$ cat config.mk
export PLATFORM = sky130hd
export DESIGN_NAME = debounce_sync
export DESIGN_NICKNAME = d
export VERILOG_FILES = /design/src/rtl/debounce_pkg.sv /design/src/rtl/debounce_sync_chain.sv /design/src/rtl/debounce_sync.sv
export SDC_FILE = /design/constraint.sdc
export NUM_CORES = 1
export LEC_CHECK = 0
export CAP_MARGIN = 20
export CORE_AREA = 2 2 39 41
export CTS_BUF_LIST = sky130_fd_sc_hd__clkbuf_8
export CTS_CLUSTER_DIAMETER = 30
export DETAILED_ROUTE_END_ITERATION = 10
export DIE_AREA = 0 0 41 43
export DONT_BUFFER_PORTS = 1
export SLEW_MARGIN = 20
export SYNTH_ARGS = -nofsm -noshare
export SYNTH_HDL_FRONTEND = slang
export SYNTH_SLANG_ARGS = --single-unit
$ cat constraint.sdc
create_clock -name clk -period 3.65 [get_ports clk]
set_input_delay 0.73 -clock clk [delete_from_list [all_inputs] [get_ports clk]]
set_output_delay 0.73 -clock clk [all_outputs]
set_load 0.1 [all_outputs]
$ cat src/rtl/debounce_pkg.sv
// debounce_pkg: shared state encoding and default parameters for debounce_sync.
package debounce_pkg;
   localparam int DEF_SYNC_STAGES     = 2;
   localparam int DEF_DEBOUNCE_CYCLES = 16;
   // bit 1 of the encoding equals the debounced level
   localparam logic [1:0] ENC_LOW  = 2'b00;
   localparam logic [1:0] ENC_RISE = 2'b01;
   localparam logic [1:0] ENC_HIGH = 2'b11;
   localparam logic [1:0] ENC_FALL = 2'b10;
   typedef enum logic [1:0] {
      S_LOW  = ENC_LOW,
      S_RISE = ENC_RISE,
      S_HIGH = ENC_HIGH,
      S_FALL = ENC_FALL
   } state_t;
endpackage

$ cat src/rtl/debounce_sync_chain.sv
// sync_chain: STAGES-deep reset-to-0 flop chain bringing an asynchronous level into the clk domain.
module sync_chain #(
   parameter int STAGES = 2
) (
   input  logic clk,
   input  logic asyncResetN,
   input  logic d,
   output logic q
);
   logic [STAGES-1:0] ff;
   always_ff @(posedge clk or negedge asyncResetN)
      if (!asyncResetN) ff <= '0;
      else ff <= {ff[STAGES-2:0], d};
   assign q = ff[STAGES-1];
endmodule

$ cat src/rtl/debounce_sync.sv
// debounce_sync: synchronizes and debounces a bouncing input level into dOut.
// Define DEBOUNCE_PULSE_EN to get registered riseP/fallP edge pulses; otherwise they are tied to 0.
module debounce_sync
   import debounce_pkg::*;
#(
   parameter int SYNC_STAGES     = DEF_SYNC_STAGES,
   parameter int DEBOUNCE_CYCLES = DEF_DEBOUNCE_CYCLES
) (
   input  logic clk,
   input  logic asyncResetN,
   input  logic rawIn,
   output logic dOut,
   output logic riseP,
   output logic fallP
);
   localparam int CNT_W = $clog2(DEBOUNCE_CYCLES);
   localparam logic [CNT_W-1:0] LAST = CNT_W'(DEBOUNCE_CYCLES - 1);
   logic sync_in;
   logic done;
   state_t state;
   logic [CNT_W-1:0] cnt;
   sync_chain #(.STAGES(SYNC_STAGES)) u_sync (
      .clk        (clk),
      .asyncResetN(asyncResetN),
      .d          (rawIn),
      .q          (sync_in)
   );
   // the current sample is the last one needed to accept the new level
   assign done = (cnt == LAST);
   always_ff @(posedge clk or negedge asyncResetN)
      if (!asyncResetN) begin
         state <= S_LOW;
         cnt   <= '0;
         dOut  <= 1'b0;
      end else begin
         case (state)
            S_LOW: begin
               state <= sync_in ? S_RISE : S_LOW;
               cnt   <= CNT_W'(sync_in);
            end
            S_RISE:
               if (!sync_in) begin
                  state <= S_LOW;
                  cnt   <= '0;
               end else if (done) begin
                  state <= S_HIGH;
                  cnt   <= '0;
                  dOut  <= 1'b1;
               end else cnt <= cnt + CNT_W'(1);
            S_HIGH: begin
               state <= sync_in ? S_HIGH : S_FALL;
               cnt   <= CNT_W'(!sync_in);
            end
            S_FALL:
               if (sync_in) begin
                  state <= S_HIGH;
                  cnt   <= '0;
               end else if (done) begin
                  state <= S_LOW;
                  cnt   <= '0;
                  dOut  <= 1'b0;
               end else cnt <= cnt + CNT_W'(1);
            default: begin
               state <= S_LOW;
               cnt   <= '0;
               dOut  <= 1'b0;
            end
         endcase
      end
`ifdef DEBOUNCE_PULSE_EN
   always_ff @(posedge clk or negedge asyncResetN)
      if (!asyncResetN) begin
         riseP <= 1'b0;
         fallP <= 1'b0;
      end else begin
         riseP <= (state == S_RISE) && sync_in && done;
         fallP <= (state == S_FALL) && !sync_in && done;
      end
`else
   assign riseP = 1'b0;
   assign fallP = 1'b0;
`endif
endmodule

* Word level (Yosys, flattened, before mapping) *
Cells that the tools add are included.

cells by class
  eq/ne operators = 10
  mux-type cells = 16
  reductions and logical operators = 5
  add/sub/neg operators = 1

operator list
  operator                                                                 number
  4-bit case mux with 4 select lines                                       1
  4-bit two-way mux                                                        3
  2-bit two-way mux                                                        4
  2-bit case mux with 4 select lines                                       1
  1-bit two-way mux                                                        6
  2-bit inequality test, second input constant                             3
  5-bit AND reduction                                                      1
  4-bit by 1-bit adder with 4-bit output, second input constant            1
  2-bit equality test, second input constant                               2
  4-bit equality test, second input constant                               1
  3-bit by 2-bit inequality test with 1-bit output, second input constant  1
  3-bit inequality test, second input constant                             1
  2-bit by 1-bit equality test with 1-bit output, second input constant    1
  2-bit zero test                                                          1
  2-bit by 1-bit inequality test with 1-bit output, second input constant  1
  1-bit case mux with 2 select lines                                       1
  2-bit AND reduction                                                      1
  2-bit nonzero test                                                       1
  1-bit zero test                                                          1

storage, ports and cells
  flip-flop bits (word level) = 9

* Longest topological paths before layout *
Gate-level depths: netlist of the first run.

  depth in word-level cells = 4
  depth in mapped cells = 5

* Modules after synthesis *
Synthesis of the first run repeated with hierarchy kept, for this count alone.

unflattened totals
  cells, all modules = 45
  area total of the unflattened synthesis = 494.2 um^2

by module, submodules not included
  module         seq. area each (um^2)  cells an instance  instances  area each (um^2)
  debounce_sync  175.2                  43                 1          444.2
  sync_chain     50.0                   2                  1          50.0

* Worst setup path after synthesis of the first run *
OpenSTA, ideal clock, no wires.

  path type = reg2out
  start point = reg dOut
  end point = out dOut
  stages on the path, launching flop included = 1
  data required time = 2920 ps
  buffers on the path = 0
  slack = 2007 ps
  arrival = 913 ps
  cells stage by stage = dfrtp_1

RTL lines
  what                    RTL line             text
  from (decl)             debounce_sync.sv:12  output logic dOut,
  from (signal assigned)  debounce_sync.sv:34  dOut <= 1'b0;
  from (signal assigned)  debounce_sync.sv:48  dOut <= 1'b1;
  from (signal assigned)  debounce_sync.sv:61  dOut <= 1'b0;

No word-level cell between the ends.

* Final worst setup path of the first run *
  start point = reg dOut
  end point = out dOut

No word-level cell between the ends.

==> results of run 1 <==
[layer usage]
metal	track usage (%)	up-vias	share of wire, %
met5	0	-	0
met2	15.3	6	44
met4	10.0	0	3.3
met3	4.71	4	3.8
met1	15.3	157	49
li1	-	162	-
[state kept, by name, summed over array words and instances, names as in the netlist]
signal and count:
cnt 4, dOut 1, state 2, u_sync.ff 2
[report_power, final]
| group | leakage, nW | switching, mW | internal [mW] |
|---|---|---|---|
| combinational | 0.107 | 0.0287 | 0.0166 |
| sequential | 0.114 | 0.0511 | 0.111 |
| clock | 0.0269 | 0.0396 | 0.0732 |
[cells by family (layout without fill, tap and decap cells)]
kind of cell | after synthesis | in the layout | share of synthesized area (%)
other cells | 1 | 2 | 0.744
fa+ha+maj | 5 | 5 | 12.4
simple gates | 15 | 15 | 16.9
buf+inv | 8 | 9 | 8.93
mux | 2 | 2 | 4.22
compound gates | 7 | 7 | 8.68
flops | 9 | 9 | 44.7
xor+xnor | 2 | 2 | 3.47
[cell usage after synthesis, drive strengths merged]
cell type	number
dfrtp	9
ha	5
inv	5
a21oi	4
nor2	4
buf	3
nor3	3
nand3	2
a31oi	1
and3	1
conb	1
mux2	1
mux2i	1
nand2	1
nand2b	1
nor3b	1
nor4	1
o21ai	1
o31ai	1
or2	1
xnor2	1
xor2	1
[per-stage QoR]
step	total power, mW	setup WS, ns
4_1_cts	0.324	1.74
6_report	0.320	1.75
2_1_floorplan	0.204	2.01
3_3_place_gp	0.208	2.00
5_1_grt	0.336	1.72
3_5_place_dp	0.209	1.99
[how the worst min path moves through the flow]
stage                     cells after the start            to          from  slack [ns]
final                                         0  u_sync.ff[0]   asyncResetN        0.19
after global routing                          0      state[0]   asyncResetN        0.18
after CTS                                     0  u_sync.ff[0]   asyncResetN        0.19
after detailed placement                      0  u_sync.ff[1]  u_sync.ff[0]        0.34
after global placement                        0  u_sync.ff[1]  u_sync.ff[0]        0.33
after floorplan                               0  u_sync.ff[1]  u_sync.ff[0]        0.33
[cell type report]
class | count | share of cell area, %
Inverter | 5 | 3.43
Tap cell | 16 | 3.66
Clock inverter | 1 | 0.686
Sequential cell | 9 | 41.2
Multi-Input combinational cell | 33 | 43.5
Clock buffer | 3 | 7.55
==> results.cfg, run 1 <==
[outcome]
outcome = finished clean

[sta]
tightest_slew_ns = 0.911
fin_hold_ws_ns = 0.190
fin_crit_ns = 1.90
fmax_mhz = 526
drv_slew = 0
rsz0062_at_grt = false
fin_setup_tns_ns = 0
skew_ns = 0.000461
finalCritPeriodShare_pct = 52.0
hold_viol = 0
setup_viol = 0
slew_headroom_pct = 39.3

[worst_setup_path]
path_max_fanout = 3
crit_cells = 0
r2r_setup_slack_ns = 2.13
crit_arrival_ns = 1.17
crit_end = dOut
end_kind = output port
r2r_end = state[1]
required_ns = 2.92
crit_type = register to output port
cp-start-kind = register
worstReg2RegStart = cnt[0]
cp-startpoint = dOut
rr_worst_depth = 4

[routing]
drt_iter0_drc = 3
vias_per_cell = 4.91
route.vias.total = 329
dr.pass1.iters = 2
route.final.wire_length_um = 818
drcViolationCount = 0
wl_per_cell_um = 12.2
antenna_left = 0

[layout]
stdcell_count = 67
num-nets-final = 60
stdcell_area_sq_um = 547
antenna_cells = 0
layout_commonest_cell = dfrtp_1
drive_gt1_share_pct = 13.7
nFillCells = 139
seq_area_sq_um = 225
mostFrequentLayoutCells = 9 x dfrtp_1, 6 x inv_1, 5 x ha_1
area_growth_pct = 8.44
utilization_pct = 39.5
multiInputGateArea_sq_um = 238

[yosys]
yosys-top-cells-area = dfrtp_1 45%, ha_1 12%, a21oi_1 4.0%
syn_area_sq_um = 504
yosysTopAreaCell = dfrtp_1
ys_ff_latch = 9
synth_top_cell_area_share_pct = 44.7
synthDistinctLibCells = 24
synth.avg_cell_area_sq_um = 10.3
yosysWarnings = 0
ys_seq_area_share_pct = 44.7
synth_cells = 49

[die]
start_util_pct = 36.4
design.die.area_sq_um = 1760
dieHeight_um = 43
fp.dieW_um = 41
num_rows = 14
coreArea_sq_um = 1380
boundaryPins = 6

[clock_network]
cts_hold_buf = 0
ctsResizeCount = 0
cts-root-buf = clkbuf_8
cts_buffer_depth = 2
clkLatencyLatePin_ns = 0.23
cts_sinks = 9
postCtsSetupBuffers = 0
htreeDepth = 1
cts_tree = built
path_clk_slew_ns = 0.04
cts_made_buffers = 3

[global_routing]
grt_pass1_wl_mm = 1.34
antenna_found_initial = 0
grt_start_max_net_pins = 10
grt_use_total_pct = 12.1
overflow = 0
grt_pass1_vias = 315

[place]
io_buffers = 0
gp_congestion = 0.716
place_inst = 63
dpl.hpwl_um = 594
placed_area_sq_um = 502

[power]
cellPowerDensity_nw_per_um2 = 585
p_leak_nw = 0.248
ir_drop_uv = 187

[min_path]
holdCritPathClass = primary input to asynchronous set/reset pin

[run]
drv_cap = 0
Note: power is estimated with default switching activity, not from simulation.
==> run 2, diff against run 1 <==
==> constraint.sdc (replaced) <==
create_clock -name clk -period 1.9 [get_ports clk]
set_input_delay 0.38 -clock clk [delete_from_list [all_inputs] [get_ports clk]]
set_output_delay 0.38 -clock clk [all_outputs]
set_load 0.1 [all_outputs]
==> run 2 against run 1 <==
  * Cell count is 3.0% higher
  * Global-route usage is 1.2 points higher
  * Clock skew hardly changed
  * Total power is 99% higher
  * Cell area is 3.2% higher
  * Worst hold slack worse by 0.016 ns
  * Combinational power grew to 4.1 times the previous value
  * Register-to-register slack worse by 1.7 ns
  * Core utilization is 1.3 points higher
  * Critical path depth is 4 higher
==> results.cfg, run 2 (same netlist as run 1, synthesis figures left out) <==
[power]
swShare_pct = 36.8
p_sw_uw = 234
p_leak_nw = 0.256
p_seq_share_pct = 36.8
power_frac_clock_pct = 33.8
pwr-share-comb_pct = 29.5
cellPowerDensity_nw_per_um2 = 1130
p_int_uw = 401
ir_drop_uv = 437

[clock_network]
cts-root-buf = clkbuf_8
postCtsSetupBuffers = 0
clkLatencyLatePin_ns = 0.23
ctsResizeCount = 0
cts_buffer_depth = 2
cts_tree = built
cts_sinks = 9
htreeDepth = 1
path_clk_slew_ns = 0.04
cts_made_buffers = 3

[layout]
multiInputGateArea_sq_um = 238
mostFrequentLayoutCells = 9 x dfrtp_1, 6 x inv_1, 5 x ha_1
top_regs = cnt: 4 flops, state: 2 flops, u_sync.ff: 2 flops
drive_gt1_share_pct = 15.1
layout_commonest_cell = dfrtp_1
num-nets-final = 62
antenna_cells = 0
seq_area_sq_um = 225
largest_register_ffs = 4
area_growth_pct = 11.9
regMostFlops = cnt
nFillCells = 144

[routing]
antenna_left = 0
drcViolationCount = 0
wl_per_cell_um = 11.1
vias_per_cell = 4.86
drt_iter0_drc = 7
route.final.wire_length_um = 768
route.vias.total = 335
dr.pass1.iters = 5

[worst_setup_path]
r2r_setup_slack_ns = 0.42
cp-startpoint = cnt[0]
path_max_fanout = 5
crit_end = state[1]
rr_worst_depth = 4
worstReg2RegStart = cnt[0]
cp-start-kind = register
crit_type = register to register
crit_arrival_ns = 1.59
required_ns = 2.01
end_kind = register
r2r_end = state[1]

[place]
dp_slack_ns = 0.409
dpl.hpwl_um = 609
io_buffers = 0
gp_congestion = 0.707

[sta]
fmax_mhz = 674
finalCritPeriodShare_pct = 78.1
drv_slew = 0
setup_viol = 0
rsz0062_at_grt = false
setup_ws_ns = 0.416
fin_crit_ns = 1.48
skew_ns = 0.000422
fin_setup_tns_ns = 0
hold_viol = 0

[outcome]
outcome = finished clean

[die]
dieHeight_um = 43
fp.dieW_um = 41
design.die.area_sq_um = 1760
boundaryPins = 6
coreArea_sq_um = 1380
start_util_pct = 36.4
num_rows = 14

[run]
drv_cap = 0

[global_routing]
grt_pass1_wl_mm = 1.43
overflow = 0
antenna_found_initial = 0
grt_pass1_vias = 360
grt_start_max_net_pins = 10
grt_use_total_pct = 13.3

[min_path]
holdCritPathClass = primary input to register
[run 2: cell count changes in the layout (fill, tap and decap cells not counted)]
cell / previous run / this run
dlygate4sd3_1: 0 / 1
buf_4: 0 / 1
[run 2: layer usage]
metal  GRT usage, %  wire (um)
met1           13.8        328
met5              0          0
met3           3.14         28
met4           14.0         40
met2           19.7        371
[run 2: power by group through the flow]
stage	sequential (mW)	clock [mW]	combinational (mW)
3_5_place_dp	0.237	0	0.183
5_1_grt	0.237	0.233	0.204
6_report	0.234	0.214	0.187
4_1_cts	0.234	0.222	0.189
3_3_place_gp	0.237	0	0.184
2_1_floorplan	0.309	0	0.0831
[run 2: layout make-up]
| cell class | instances | area share, % |
|---|---|---|
| multi-input cells | 33 | 42.1 |
| flip-flops and latches | 9 | 39.9 |
| clock buffers | 3 | 7.32 |
| well taps | 16 | 3.55 |
| inverters | 5 | 3.33 |
| repair buffers | 2 | 3.10 |
| clock inverters | 1 | 0.665 |
[run 2: repair_timing]
item	in CTS	in global routing
hold buffers	1	0
setup endpoints to repair	0	0
hold endpoints to repair	9	0
[run 2: stage by stage]
step	total power, mW	std cells	hold WS, ns	util, %	area [sq um]
final	0.635	69	0.174	40.8	564
after global routing	0.674	69	0.164	40.8	564
after CTS	0.645	69	0.168	40.8	564
after detailed placement	0.421	64	0.0846	36.8	509
after global placement	0.420	64	0.0846	36.8	509
after floorplan	0.392	50	0.0844	-	508
[run 2: worst min-delay path by stage]
stage / start / to / slack (ns) / depth (start not counted)
after floorplan: asyncResetN / cnt[0] / 0.08 / 0
after global placement: asyncResetN / u_sync.ff[0] / 0.08 / 0
after global routing: rawIn / u_sync.ff[0] / 0.16 / 0
after CTS: rawIn / u_sync.ff[0] / 0.17 / 0
final: rawIn / u_sync.ff[0] / 0.17 / 0
after detailed placement: asyncResetN / u_sync.ff[0] / 0.08 / 0
[run 2: worst max-delay path: stages, from the launching register on]
cell and delay, ns:
dfrtp_1 0.40, ha_1 0.24, and3_2 0.26, nor2_1 0.12, mux2_1 0.33
